## src/rtl/vec_lane_sched.sv

```systemverilog
// Sequencer and round-robin write-back arbiter for the four vec_alu lanes.
// Each lane runs until it has returned its chunk quota; chunks drain through one write port.
module vec_lane_sched #(
  parameter int CNT_W  = 8,
  parameter int DATA_W = 64,
  parameter int REGI_W = 10
) (
  input  logic              clk,
  input  logic              resetn,
  input  logic              start,
  input  logic [1:0]        nb_lanes,
  input  logic [CNT_W-1:0]  chunks,
  output logic              busy,
  output logic              done,
  output logic              run0,
  output logic              run1,
  output logic              run2,
  output logic              run3,
  input  logic              done0,
  input  logic              done1,
  input  logic              done2,
  input  logic              done3,
  input  logic [DATA_W-1:0] vd0,
  input  logic [DATA_W-1:0] vd1,
  input  logic [DATA_W-1:0] vd2,
  input  logic [DATA_W-1:0] vd3,
  input  logic [REGI_W-1:0] regi0,
  input  logic [REGI_W-1:0] regi1,
  input  logic [REGI_W-1:0] regi2,
  input  logic [REGI_W-1:0] regi3,
  output logic              wb_valid,
  input  logic              wb_ready,
  output logic [DATA_W-1:0] wb_data,
  output logic [REGI_W-1:0] wb_regi,
  output logic [1:0]        wb_lane
);

  typedef enum logic [1:0] {S_IDLE, S_RUN, S_DRAIN, S_FIN} state_t;

  state_t             state, state_nxt;
  logic [CNT_W-1:0]   rem      [4];
  logic [CNT_W-1:0]   rem_nxt  [4];
  logic [DATA_W-1:0]  buf_vd   [4];
  logic [REGI_W-1:0]  buf_regi [4];
  logic [DATA_W-1:0]  lane_vd  [4];
  logic [REGI_W-1:0]  lane_regi[4];
  logic [3:0]         lane_done;
  logic [3:0]         buf_full, full_nxt;
  logic [3:0]         run_q, run_nxt, cap;
  logic [1:0]         rr_ptr, gnt_lane, scan_idx;
  logic               gnt_found, arb_en, load, rem_zero;
  logic               busy_q, done_q, wb_valid_q;
  logic [DATA_W-1:0]  wb_data_q;
  logic [REGI_W-1:0]  wb_regi_q;
  logic [1:0]         wb_lane_q;

  always_comb begin
    lane_vd[0]   = vd0;   lane_vd[1]   = vd1;   lane_vd[2]   = vd2;   lane_vd[3]   = vd3;
    lane_regi[0] = regi0; lane_regi[1] = regi1; lane_regi[2] = regi2; lane_regi[3] = regi3;
    lane_done    = {done3, done2, done1, done0};
  end

  always_comb begin
    rem_zero = 1'b1;
    for (int unsigned i = 0; i < 4; i++) begin
      if (rem[i] != '0) rem_zero = 1'b0;
    end

    state_nxt = state;
    case (state)
      S_IDLE:  if (start) state_nxt = (chunks == '0) ? S_FIN : S_RUN;
      S_RUN:   if (rem_zero) state_nxt = S_DRAIN;
      S_DRAIN: if (buf_full == '0 && !wb_valid_q) state_nxt = S_FIN;
      S_FIN:   state_nxt = S_IDLE;
      default: state_nxt = S_IDLE;
    endcase

    // Round-robin scan begins at rr_ptr, which always points one past the last grant.
    arb_en    = (state == S_RUN || state == S_DRAIN) && (!wb_valid_q || wb_ready);
    gnt_found = 1'b0;
    gnt_lane  = rr_ptr;
    scan_idx  = rr_ptr;
    for (int unsigned k = 0; k < 4; k++) begin
      scan_idx = rr_ptr + 2'(k);
      if (!gnt_found && buf_full[scan_idx]) begin
        gnt_found = 1'b1;
        gnt_lane  = scan_idx;
      end
    end
    load = arb_en && gnt_found;

    cap      = '0;
    full_nxt = '0;
    run_nxt  = '0;
    for (int unsigned i = 0; i < 4; i++) begin
      cap[i] = run_q[i] && lane_done[i];
      if (state == S_IDLE && start)
        rem_nxt[i] = (2'(i) <= nb_lanes) ? chunks : '0;
      else if (cap[i])
        rem_nxt[i] = rem[i] - CNT_W'(1);
      else
        rem_nxt[i] = rem[i];
      full_nxt[i] = cap[i] || (buf_full[i] && !(load && gnt_lane == 2'(i)));
      run_nxt[i]  = (state_nxt == S_RUN) && (rem_nxt[i] != '0) && !full_nxt[i];
    end
  end

  always_ff @(posedge clk) begin
    if (!resetn) begin
      state      <= S_IDLE;
      buf_full   <= '0;
      run_q      <= '0;
      rr_ptr     <= '0;
      busy_q     <= 1'b0;
      done_q     <= 1'b0;
      wb_valid_q <= 1'b0;
      wb_data_q  <= '0;
      wb_regi_q  <= '0;
      wb_lane_q  <= '0;
      for (int unsigned i = 0; i < 4; i++) begin
        rem[i]      <= '0;
        buf_vd[i]   <= '0;
        buf_regi[i] <= '0;
      end
    end else begin
      state    <= state_nxt;
      run_q    <= run_nxt;
      buf_full <= full_nxt;
      busy_q   <= (state_nxt != S_IDLE);
      done_q   <= (state == S_FIN);
      for (int unsigned i = 0; i < 4; i++) begin
        rem[i] <= rem_nxt[i];
        if (cap[i]) begin
          buf_vd[i]   <= lane_vd[i];
          buf_regi[i] <= lane_regi[i];
        end
      end
      if (load) begin
        wb_valid_q <= 1'b1;
        wb_data_q  <= buf_vd[gnt_lane];
        wb_regi_q  <= buf_regi[gnt_lane];
        wb_lane_q  <= gnt_lane;
        rr_ptr     <= gnt_lane + 2'd1;
      end else if (wb_valid_q && wb_ready) begin
        wb_valid_q <= 1'b0;
      end
    end
  end

  assign busy     = busy_q;
  assign done     = done_q;
  assign run0     = run_q[0];
  assign run1     = run_q[1];
  assign run2     = run_q[2];
  assign run3     = run_q[3];
  assign wb_valid = wb_valid_q;
  assign wb_data  = wb_data_q;
  assign wb_regi  = wb_regi_q;
  assign wb_lane  = wb_lane_q;

endmodule

```

## config.mk

```make
export PLATFORM = sky130hd
export DESIGN_NAME = vec_lane_sched
export DESIGN_NICKNAME = d
export VERILOG_FILES = /design/src/rtl/vec_lane_sched.sv
export SDC_FILE = /design/constraint.sdc
export NUM_CORES = 1
export LEC_CHECK = 0
export ABC_AREA = 1
export CORE_MARGIN = 5
export CORE_UTILIZATION = 50
export DETAILED_ROUTE_END_ITERATION = 10
export GPL_TIMING_DRIVEN = 0
export PLACE_DENSITY = 0.87
export SLEW_MARGIN = 20
export SYNTH_ARGS = -nofsm -noshare
export SYNTH_HDL_FRONTEND = slang
export SYNTH_SLANG_ARGS = --single-unit
```

## constraint.sdc

```tcl
create_clock -name clk -period 4.2 [get_ports clk]
set_input_delay 0.42 -clock clk [delete_from_list [all_inputs] [get_ports clk]]
set_output_delay 0.42 -clock clk [all_outputs]
set_load 0.1 [all_outputs]
```

== Yosys cells after proc, flatten, opt, wreduce, memory -nomap -nowiden ==
Memories as Yosys holds them, arrays and structs flattened. A register that Yosys moved wholly into a read port is not among the register bits.
Cells that the tools add are included.
Storage, ports and cells
  register bits after elaboration: 17
  latch bits: 0
  memory bits (writable): 328
  ROM bits: 0
  bits of input ports: 314
  output and inout port bits: 83
  word-level logic and storage cells: 172
  memories kept: 3
Cells by class
  add/subtract/negate cells: 8
  multipliers: 0
  divide/modulo/power cells: 0
  order comparisons: 8
  equal/unequal tests: 7
  shifts and indexed selects: 0
  mux-type cells: 64
  bitwise operators: 12
  reduce and logical (&&, ||, !) cells: 62
Memories
  buf_vd: words 4, bits a word 64, rd ports 1, clocked after Yosys merged registers in 1, wr ports 4, RTL line 43  | logic [DATA_W-1:0] buf_vd [4];
  buf_regi: words 4, bits a word 10, rd ports 1, clocked after Yosys merged registers in 1, wr ports 4, RTL line 44  | logic [REGI_W-1:0] buf_regi [4];
  rem: words 4, bits a word 8, rd ports 4, clocked after Yosys merged registers in 0, wr ports 4, RTL line 41  | logic [CNT_W-1:0] rem [4];
Operator list (count)
  64-bit two-way mux: 4
  8-bit two-way mux: 16
  8-bit nonzero test: 8
  10-bit two-way mux: 4
  8-bit by 1-bit subtractor with 8-bit output, second input constant: 4
  1-bit logical AND: 28
  1-bit two-way mux: 28
  1-bit zero test: 14
  2-bit two-way mux: 7
  2-bit by 3-bit less-than comparator with 1-bit output, second input constant: 4
  1-bit bitwise OR: 12
  1-bit binary-select mux with 2-bit select: 4
  2-bit == test, second input constant: 4
  8-bit zero test: 1
  2-bit case mux with 4 select lines: 1
  2-bit by 1-bit == test with 1-bit output, second input constant: 3
  1-bit logical OR: 6
  2-bit by 1-bit adder with 2-bit output, second input constant: 2
  2-bit adder, second input constant: 2
  1-bit by 2-bit less-or-equal comparator with 1-bit output, first input constant: 2
  2-bit less-or-equal comparator, first input constant: 2
  2-bit zero test: 2
  4-bit zero test: 1
  2-bit nonzero test: 2

== Logic depth before layout (Yosys ltp) ==
Gate-level depths: netlist of run 1.
  depth in word-level cells: 19
  mapped depth: 19

== Least setup slack after synthesis of run 1 ==
No wires, ideal clock.
  path kind: register -> register
  from: register run_q[1]
  to: memory buf_regi[1][0] (enable)
  arrival: 2.841 ns
  setup slack: 0.925 ns
  stages on the path, launching flop included: 3
  path buffers: 0
  clock period less this slack: 3.275 ns
  cell sequence: dfxtp_1 nand2_1 nand2_1
RTL lines
  start, declared: RTL line 49  | logic [3:0] run_q, run_nxt, cap;
  start signal, assigned: RTL line 127  | run_q <= run_nxt;
  end, declared: RTL line 44

== Worst setup path after layout of run 1 ==
  from: register state[0]
  to: register wb_data_q[7] (netlist: wb_data[7]), read port of buf_vd
Between the ends
  cells in the longest elaborated chain, start to end: 4
  elaborated cells on any way between the ends: 5
Ends and longest elaborated chain
  start, declared: RTL line 40  | state_t state, state_nxt;
  start signal, assigned: RTL line 126  | state <= state_nxt;
  2-bit by 1-bit == test with 1-bit output or 2-bit == test (tied branches): RTL line 79  | arb_en = (state == S_RUN || state == S_DRAIN) && (!wb_valid_q || wb_ready);
  1-bit logical OR *: RTL line 79
  1-bit logical AND *: RTL line 79
  1-bit logical AND *: RTL line 90  | load = arb_en && gnt_found;
  end, declared: RTL line 53  | logic [DATA_W-1:0] wb_data_q;
Mark *: on every way between the ends. The rest lies on a longest branch, timed or not.
A chain may end at the register's enable or synchronous reset.

==> impl_metrics.env, run 1 <==
export IMPL_status="finished, final reports clean"
export IMPL_dp_slack_ns=1.04
export IMPL_grt_max_degree=48
export IMPL_cp_required_ns=4.68
export IMPL_fill_cells=3167
export IMPL_power_mw=17.3
export IMPL_rows=74
export IMPL_final_setup_skew_ns=0.0159
export IMPL_synth_top_area_cell="edfxtp_1"
export IMPL_cts_tree="built"
export IMPL_port_buffers=395
export IMPL_hold_class="input port to flop"
export IMPL_fmax_mhz=328
export IMPL_overflow=0
export IMPL_die_area_mm2=0.0450
export IMPL_avgSynthCellArea_um2=7.96
export IMPL_dp_cells=3497
export IMPL_worstPathArrival_ns=3.53
export IMPL_cpMaxStageDelayCell="clkbuf_1"
export IMPL_fin_cells=3582
export IMPL_synth_area_top_cells="edfxtp_1, nand2_1, dfxtp_1"
export IMPL_synth_net_count=2894
export IMPL_setup_ws_ns=1.16
export IMPL_die_h_um=212
export IMPL_area_growth_pct=30.3
export IMPL_seq_area_mm2=0.0114
export IMPL_layout_drive_gt1_share=0.0427
export IMPL_grt_pass1_vias=18600
export IMPL_vias=18300
export IMPL_cellPowerDensity_mw_per_mm2=650
export IMPL_crit_chain="inv_1, ha_1, nand3_1, inv_1, clkbuf_1, clkbuf_1, nand3_1, a21oi_1"
export IMPL_drtIter0Drc=1859
export IMPL_finalMaxSlewViolations=0
export IMPL_rsz0062_at_grt="false"
export IMPL_synth_top_area_frac=0.435
export IMPL_clk_pin_slew_ns=0.06
export IMPL_ff2ff_setup_slack_ns=1.16
export IMPL_ant_nets=0
export IMPL_worstMarginPinSlew_ns=1.13
export IMPL_grt_use_total=0.286
export IMPL_io_pins=397
export IMPL_core_area_mm2=0.0406
export IMPL_cts_root_buf="clkbuf_16"
export IMPL_max_stage_delay_ns=0.79
export IMPL_ctsHoldBuffers=0
export IMPL_firstDrtPassIters=6
export IMPL_holdWs_ns=0.384
export IMPL_postCtsSetupRepairBufs=0
export IMPL_die_width_um=212
export IMPL_synth_cells=2566
export IMPL_crit_type="flop to flop"
export IMPL_timing_setup_tns_ns=0
export IMPL_seq_area_frac_synth=0.556
export IMPL_clock_sinks=419
export IMPL_finalHoldViolations=0
export IMPL_multi_input_area_mm2=0.00652
export IMPL_critPathCaptureType="flop"
export IMPL_drc=0
export IMPL_clock_latency_ns=0.57
export IMPL_antenna_found_initial=6
export IMPL_grt_first_pass_wirelength_mm=99.3
export IMPL_synth_seq_cells=419
export IMPL_relSlewSlack=0.242
export IMPL_cts_resized=0
export IMPL_yosys_warnings=0
export IMPL_crit_path_start_kind="flop"
export IMPL_numCtsBuffers=45
export IMPL_synth_distinct_cells=33
export IMPL_initial_core_util=0.502
export IMPL_nNetsFinal=3340
export IMPL_dpl_hpwl_mm=48.7
export IMPL_wl_mm=65.6
export IMPL_ir_drop_uv=364
export IMPL_period_share=0.725
export IMPL_place_congestion=0.942
export IMPL_cap_violations=0
export IMPL_cts_buffer_depth=3
export IMPL_routedWlPerCell_um=18.3
export IMPL_power_leakage_nw=12.4
export IMPL_viasPerCell=5.12
export IMPL_synthesis_area_mm2=0.0204
export IMPL_htreeDepth=2
export IMPL_period_needed_ns=3.04
export IMPL_critPathMaxFanout=10
export IMPL_setup_viol=0
[cells in the mapped netlist (all sizes together)]
cell	count
xnor2	1
nand4	11
o31ai	1
a21oi	93
nor3	7
edfxtp	296
clkbuf	67
or2	1
o22ai	3
a31oi	2
nor2	386
buf	66
dfxtp	123
ha	14
o211ai	2
nand3b	69
nand3	181
nand2	663
o21ai	36
nor4	3
a22oi	2
clkinv	1
a211oi	1
xor2	6
inv	531
[worst max-delay path, delay by kind of cell, from the launching register on]
kind,cells,cell delay [ns]
adder cells (fa/ha/maj),1,0.29
AO/OA/AOI/OAI,1,0.18
AND/OR/NAND/NOR,2,0.37
flip-flops,1,0.41
buffers and inverters,4,1.71
[per-layer routing]
metal,GRT usage,vias to the layer above,wire length [um]
li1,-,8748,-
met1,0.361,8461,24700
met2,0.483,934,31600
met3,0.0552,176,6350
met4,0.120,8,2870
met5,0,-,52
[where the power goes]
group / total [mW] / internal [mW] / switching, mW
logic: 7.99 / 2.26 / 5.72
registers: 5.41 / 5.10 / 0.312
clock network: 3.91 / 2.23 / 1.68
total: 17.3 / 9.60 / 7.71
[state kept, by name (all words and copies together), names as in the netlist, 4 cells and up]
name      flops
buf_regi     40
rem          32
wb_regi      10
buf_vd      256
wb_data      64
buf_full      4
run_q         4
[cells in the final DEF (no fill, tap or decap), drive strengths merged, types with 2 or more instances in the layout]
cell type,n
o22ai,3
a22oi,2
dfxtp,123
diode,2
nand3b,69
clkbuf,129
edfxtp,296
bufinv,3
clkinv,15
nand4,11
nor2,386
a31oi,2
nand2,663
o211ai,2
a21oi,93
ha,14
xor2,6
buf,70
o21ai,36
nor4,3
nand3,181
nor3,7
inv,532
clkdlybuf4s50,395
clkinvlp,3
[kinds of logic (layout without fill, tap and decap cells)]
family | count (synthesis) | in the layout | synth area share
AND/OR/NAND/NOR | 1321 | 1321 | 0.271
flip-flops | 419 | 419 | 0.556
XOR/XNOR | 7 | 7 | 0.00300
buffers and inverters | 665 | 1147 | 0.127
AO/OA/AOI/OAI | 140 | 140 | 0.0353
adder cells (fa/ha/maj) | 14 | 14 | 0.00858
other | 0 | 2 | 0
[final timing paths]
path                                               start                        to  cells past startpoint
worst max-delay path                 state[0]$_SDFF_PN0_   wb_data[7]$_SDFFE_PN0P_                      8
worst min-delay path                              resetn       state[0]$_SDFF_PN0_                      3
worst max register to register       state[0]$_SDFF_PN0_   wb_data[7]$_SDFFE_PN0P_                      8
worst min register to register  wb_data[57]$_SDFFE_PN0P_  wb_data[57]$_SDFFE_PN0P_                      2
[stage by stage]
| step | area, um^2 | util |
|---|---|---|
| 2_1_floorplan | 20400 | - |
| 3_3_place_gp | 25000 | 0.616 |
| 3_5_place_dp | 25200 | 0.620 |
| 4_1_cts | 26600 | 0.655 |
| 5_1_grt | 26600 | 0.655 |
| 6_report | 26600 | 0.655 |
[cell type report]
cell class,instances,share of cell area
buffer,133,0.0221
tap,532,0.0250
multi-input combinational,1482,0.245
inverter,532,0.0750
antenna,2,0.000188
sequential,419,0.426
clock inverter,21,0.00776
clock buffer,62,0.0459
timing repair buffer,399,0.153
Note: power is estimated with default switching activity, not from simulation.
==> inputs of run 2 (changes only) <==
==> constraint.sdc (replaced) <==
create_clock -name clk -period 2.91 [get_ports clk]
set_input_delay 0.291 -clock clk [delete_from_list [all_inputs] [get_ports clk]]
set_output_delay 0.291 -clock clk [all_outputs]
set_load 0.1 [all_outputs]
==> impl_metrics.env, run 2 (synthesized netlist as in run 1, its figures left out) <==
export IMPL_status="finished, final reports clean"
export IMPL_fmax_mhz=366
export IMPL_grt_pass1_vias=18600
export IMPL_seq_area_mm2=0.0114
export IMPL_dp_slack_ns=-0.164
export IMPL_clock_sinks=419
export IMPL_core_area_mm2=0.0406
export IMPL_clock_latency_ns=0.60
export IMPL_cellPowerDensity_mw_per_mm2=951
export IMPL_finalHoldViolations=0
export IMPL_cap_violations=0
export IMPL_crit_chain="buf_4, inv_2, nand2_1, nand2_1, nand2_1, nand2_2, nand3_1, nand2_1, nand2_2, nand2_4, buf_6, buf_4, ha_1, nand2_1, a21oi_1, nand3_1, a21oi_1"
export IMPL_numCtsBuffers=46
export IMPL_cpMaxStageDelayCell="dfxtp_1"
export IMPL_rsz0062_at_grt="false"
export IMPL_wl_mm=66.0
export IMPL_ctsHoldBuffers=0
export IMPL_largest_register_ffs=256
export IMPL_ant_nets=0
export IMPL_antenna_found_initial=7
export IMPL_fill_cells=3191
export IMPL_cts_tree="built"
export IMPL_layout_commonest_cell="nand2_1"
export IMPL_multi_input_area_mm2=0.00653
export IMPL_grt_use_total=0.286
export IMPL_htreeDepth=2
export IMPL_critPathCaptureType="flop"
export IMPL_period_share=0.939
export IMPL_critPathMaxFanout=11
export IMPL_ir_drop_uv=566
export IMPL_rows=74
export IMPL_overflow=0
export IMPL_initial_core_util=0.502
export IMPL_cp_common_cell="nand2_1"
export IMPL_viasPerCell=5.18
export IMPL_placed_area_mm2=0.0252
export IMPL_layout_common_cells="nand2_1, inv_1, clkdlybuf4s50_1"
export IMPL_clk_pin_slew_ns=0.06
export IMPL_holdWs_ns=0.258
export IMPL_die_width_um=212
export IMPL_dpl_hpwl_mm=49.0
export IMPL_hold_class="input port to flop"
export IMPL_worstMarginPinSlew_ns=1.08
export IMPL_setup_viol=0
export IMPL_crit_type="flop to flop"
export IMPL_vias=18600
export IMPL_relSlewSlack=0.283
export IMPL_cp_required_ns=3.41
export IMPL_firstDrtPassIters=5
export IMPL_hold_depth=3
export IMPL_finalMaxSlewViolations=0
export IMPL_die_h_um=212
export IMPL_max_stage_delay_ns=0.30
export IMPL_final_setup_skew_ns=0.0238
export IMPL_rr_worst_depth=17
export IMPL_grt_max_degree=49
export IMPL_place_congestion=0.945
export IMPL_worstPathArrival_ns=3.23
export IMPL_period_needed_ns=2.73
export IMPL_nNetsFinal=3340
export IMPL_fin_area_mm2=0.0267
export IMPL_timing_setup_tns_ns=0
export IMPL_drc=0
export IMPL_die_area_mm2=0.0450
export IMPL_top_register="buf_vd"
export IMPL_cts_resized=1
export IMPL_port_buffers=395
export IMPL_routedWlPerCell_um=18.4
export IMPL_layout_drive_gt1_share=0.0459
export IMPL_cts_buffer_depth=3
export IMPL_grt_first_pass_wirelength_mm=99.2
export IMPL_cts_root_buf="clkbuf_16"
export IMPL_crit_path_start_kind="flop"
export IMPL_area_growth_pct=30.9
export IMPL_io_pins=397
export IMPL_power_leakage_nw=12.5
export IMPL_drtIter0Drc=1691
export IMPL_setup_ws_ns=0.179
export IMPL_postCtsSetupRepairBufs=0
run 2: routing by layer:
layer	track usage	up-vias	wire (um)
met3	0.0522	190	5840
li1	-	8751	-
met2	0.492	934	32200
met5	0	-	57
met4	0.132	8	3250
met1	0.351	8676	24600
run 2: layout make-up:
cell class                 count  share of cell area
tap                          532              0.0249
buffer                       132              0.0221
sequential                   419               0.424
multi-input combinational   1482               0.244
antenna                        3            0.000281
clock inverter                23              0.0105
clock buffer                  63              0.0477
inverter                     532              0.0747
timing repair buffer         399               0.151
run 2: path summary, 6_finish.rpt:
path,start,end,slack (ns)
worst min register to register,wb_data[33]$_SDFFE_PN0P_,wb_data[33]$_SDFFE_PN0P_,0.47
worst max register to register,rr_ptr[1]$_SDFFE_PN0P_,run_q[0]$_SDFF_PN0_,0.18
worst min-delay path,resetn,state[0]$_SDFF_PN0_,0.26
worst max-delay path,rr_ptr[1]$_SDFFE_PN0P_,run_q[0]$_SDFF_PN0_,0.18
run 2: report_power, final:
part	total, mW	internal, mW	switching [mW]
Combinational	11.5	3.28	8.27
Sequential	7.81	7.37	0.446
Clock	6.08	3.61	2.47
run 2: stage by stage:
stage               cells  power, mW   util
floorplan            2566       15.7      -
global placement     3493       19.0  0.616
detailed placement   3497       19.3  0.619
CTS                  3583       25.4  0.658
global route         3585       26.8  0.658
finish               3585       25.4  0.658
run 2: critical path: cells and delay by family (launching register included):
| kind | cells | cell delay [ns] |
|---|---|---|
| AND/OR/NAND/NOR | 10 | 1.04 |
| buffers and inverters | 4 | 0.76 |
| flip-flops | 1 | 0.30 |
| adder cells (fa/ha/maj) | 1 | 0.16 |
| AO/OA/AOI/OAI | 2 | 0.37 |
==> inputs of run 3 (changes only) <==
--- a/config.mk
+++ b/config.mk
@@ -10,7 +10,8 @@
 export CORE_UTILIZATION = 50
 export DETAILED_ROUTE_END_ITERATION = 10
 export GPL_TIMING_DRIVEN = 0
-export PLACE_DENSITY = 0.87
+export PLACE_DENSITY = 0.79
+export SKIP_CTS_REPAIR_TIMING = 1
 export SLEW_MARGIN = 20
 export SYNTH_ARGS = -nofsm -noshare
 export SYNTH_HDL_FRONTEND = slang
==> constraint.sdc (replaced) <==
create_clock -name clk -period 2.7 [get_ports clk]
set_input_delay 0.27 -clock clk [delete_from_list [all_inputs] [get_ports clk]]
set_output_delay 0.27 -clock clk [all_outputs]
set_load 0.1 [all_outputs]
==> impl_metrics.env, run 3 (synthesized netlist as in run 1, its figures left out) <==
export IMPL_r2r_start="run_q[3]$_SDFF_PN0_"
export IMPL_cts_tree="built"
export IMPL_die_area_mm2=0.0450
export IMPL_top_register="buf_vd"
export IMPL_cap_violations=0
export IMPL_antenna_found_initial=8
export IMPL_place_congestion=0.921
export IMPL_firstDrtPassIters=7
export IMPL_die_h_um=212
export IMPL_viasPerCell=5.07
export IMPL_clock_latency_ns=0.57
export IMPL_clock_sinks=419
export IMPL_ff2ff_setup_slack_ns=0.12
export IMPL_htreeDepth=2
export IMPL_cp_buffers_inverters=3
export IMPL_rows=74
export IMPL_final_setup_skew_ns=0.0235
export IMPL_power_mw=27.1
export IMPL_rr_endpoint="buf_vd[3][16]$_SDFFCE_PN0P_"
export IMPL_core_area_mm2=0.0406
export IMPL_grt_use_total=0.283
export IMPL_dpl_hpwl_mm=49.7
export IMPL_clk_pin_slew_ns=0.06
export IMPL_fill_cells=3337
export IMPL_hold_class="input port to flop"
export IMPL_rr_worst_depth=6
export IMPL_whs_endpoint="state[0]$_SDFF_PN0_"
export IMPL_initial_core_util=0.502
export IMPL_nNetsFinal=3339
export IMPL_numCtsBuffers=45
export IMPL_period_share=0.955
export IMPL_vias=18200
export IMPL_cts_root_buf="clkbuf_16"
export IMPL_layout_drive_gt1_share=0.0469
export IMPL_io_pins=397
export IMPL_cpMaxStageDelayCell="clkbuf_1"
export IMPL_final_util=0.657
export IMPL_worstMarginPinSlew_ns=1.12
export IMPL_hold_depth=3
export IMPL_layout_common_cells="nand2_1, inv_1, clkdlybuf4s50_1"
export IMPL_grt_pass1_vias=18300
export IMPL_status="finished, final reports clean"
export IMPL_cpLargestDelayFamily="buffers and inverters"
export IMPL_layout_commonest_cell="nand2_1"
export IMPL_area_growth_pct=30.7
export IMPL_cp_required_ns=2.98
export IMPL_drc=0
export IMPL_crit_chain="nand2_1, inv_1, nand2_1, clkbuf_1, clkbuf_1, nor2_1"
export IMPL_port_buffers=395
export IMPL_setup_ws_ns=0.121
export IMPL_cts_buffer_depth=3
export IMPL_grt_first_pass_wirelength_mm=97.7
export IMPL_worstPathArrival_ns=2.86
export IMPL_drtIter0Drc=1527
export IMPL_period_needed_ns=2.58
export IMPL_critPathCaptureType="flop"
export IMPL_die_width_um=212
export IMPL_cp_num_cells=6
export IMPL_wl_mm=65.8
export IMPL_routedWlPerCell_um=18.4
export IMPL_crit_path_start_kind="flop"
export IMPL_ir_drop_uv=808
export IMPL_dp_slack_ns=-0.401
export IMPL_crit_type="flop to flop"
export IMPL_fmax_mhz=388
export IMPL_rsz0062_at_grt="true"
export IMPL_max_stage_delay_ns=0.65
export IMPL_timing_setup_tns_ns=0
export IMPL_grt_max_degree=49
export IMPL_overflow=0
export IMPL_cellPowerDensity_mw_per_mm2=1020
export IMPL_finalHoldViolations=0
export IMPL_power_leakage_nw=12.5
export IMPL_setup_viol=0
export IMPL_worstHoldStart="resetn"
export IMPL_critPathMaxFanout=10
export IMPL_largest_register_ffs=256
export IMPL_relSlewSlack=0.251
export IMPL_finalMaxSlewViolations=0
export IMPL_ant_nets=0
## run 3: metrics by stage
stage | hold WS, ns | std cells | area (um^2)
finish | 0.313 | 3583 | 26700
global route | 0.332 | 3582 | 26700
CTS | 0.289 | 3581 | 26600
detailed placement | 0.457 | 3497 | 25200
global placement | 0.454 | 3493 | 25100
floorplan | 0.451 | 2566 | 20400
## run 3: area by class of cell
type                            instances  area, um^2  share of cell area
Sequential cell                       419       11400               0.425
Clock buffer                           64        1260              0.0471
Clock inverter                         20         166             0.00623
Timing Repair Buffer                  399        4050               0.152
Tap cell                              532         666              0.0249
Buffer                                132         653              0.0245
Antenna cell                            3        7.51            0.000281
Multi-Input combinational cell       1482        6550               0.245
Inverter                              532        2000              0.0749
## run 3: layer usage
metal  up-vias  global-route usage  part of all wire
met1      8472               0.354              0.38
met3       154              0.0547             0.084
met2       797               0.491              0.49
li1       8738                   -                 -
met5         -                   0            0.0012
met4        12               0.105             0.041
## run 3: worst max path at each step
| stage | slack [ns] | from | to |
|---|---|---|---|
| 2_1_floorplan | 0.10 | run_q[1]$_SDFF_PN0_ | buf_regi[1][0]$_SDFFCE_PN0P_ |
| 3_3_place_gp | -0.52 | resetn | buf_vd[0][42]$_SDFFCE_PN0P_ |
| 3_5_place_dp | -0.40 | done1 | buf_vd[1][12]$_SDFFCE_PN0P_ |
| 4_1_cts | -0.34 | rr_ptr[1]$_SDFFE_PN0P_ | run_q[0]$_SDFF_PN0_ |
| 5_1_grt | -0.09 | rr_ptr[0]$_SDFFE_PN0P_ | run_q[0]$_SDFF_PN0_ |
| 6_report | 0.12 | run_q[3]$_SDFF_PN0_ | buf_vd[3][16]$_SDFFCE_PN0P_ |
## run 3: worst register-to-register path, stage by stage, from the launching register on
cell and delay [ns]:
dfxtp_1 0.31, nand2_1 0.26, inv_1 0.19, nand2_1 0.19
clkbuf_1 0.65, clkbuf_1 0.57, nor2_1 0.12
## run 3: power by group
part / leakage [nW] / switching [mW] / internal, mW
sequential: 4.08 / 0.490 / 7.94
clock: 0.690 / 2.55 / 3.45
combinational: 7.70 / 8.98 / 3.70
total: 12.5 / 12.0 / 15.1
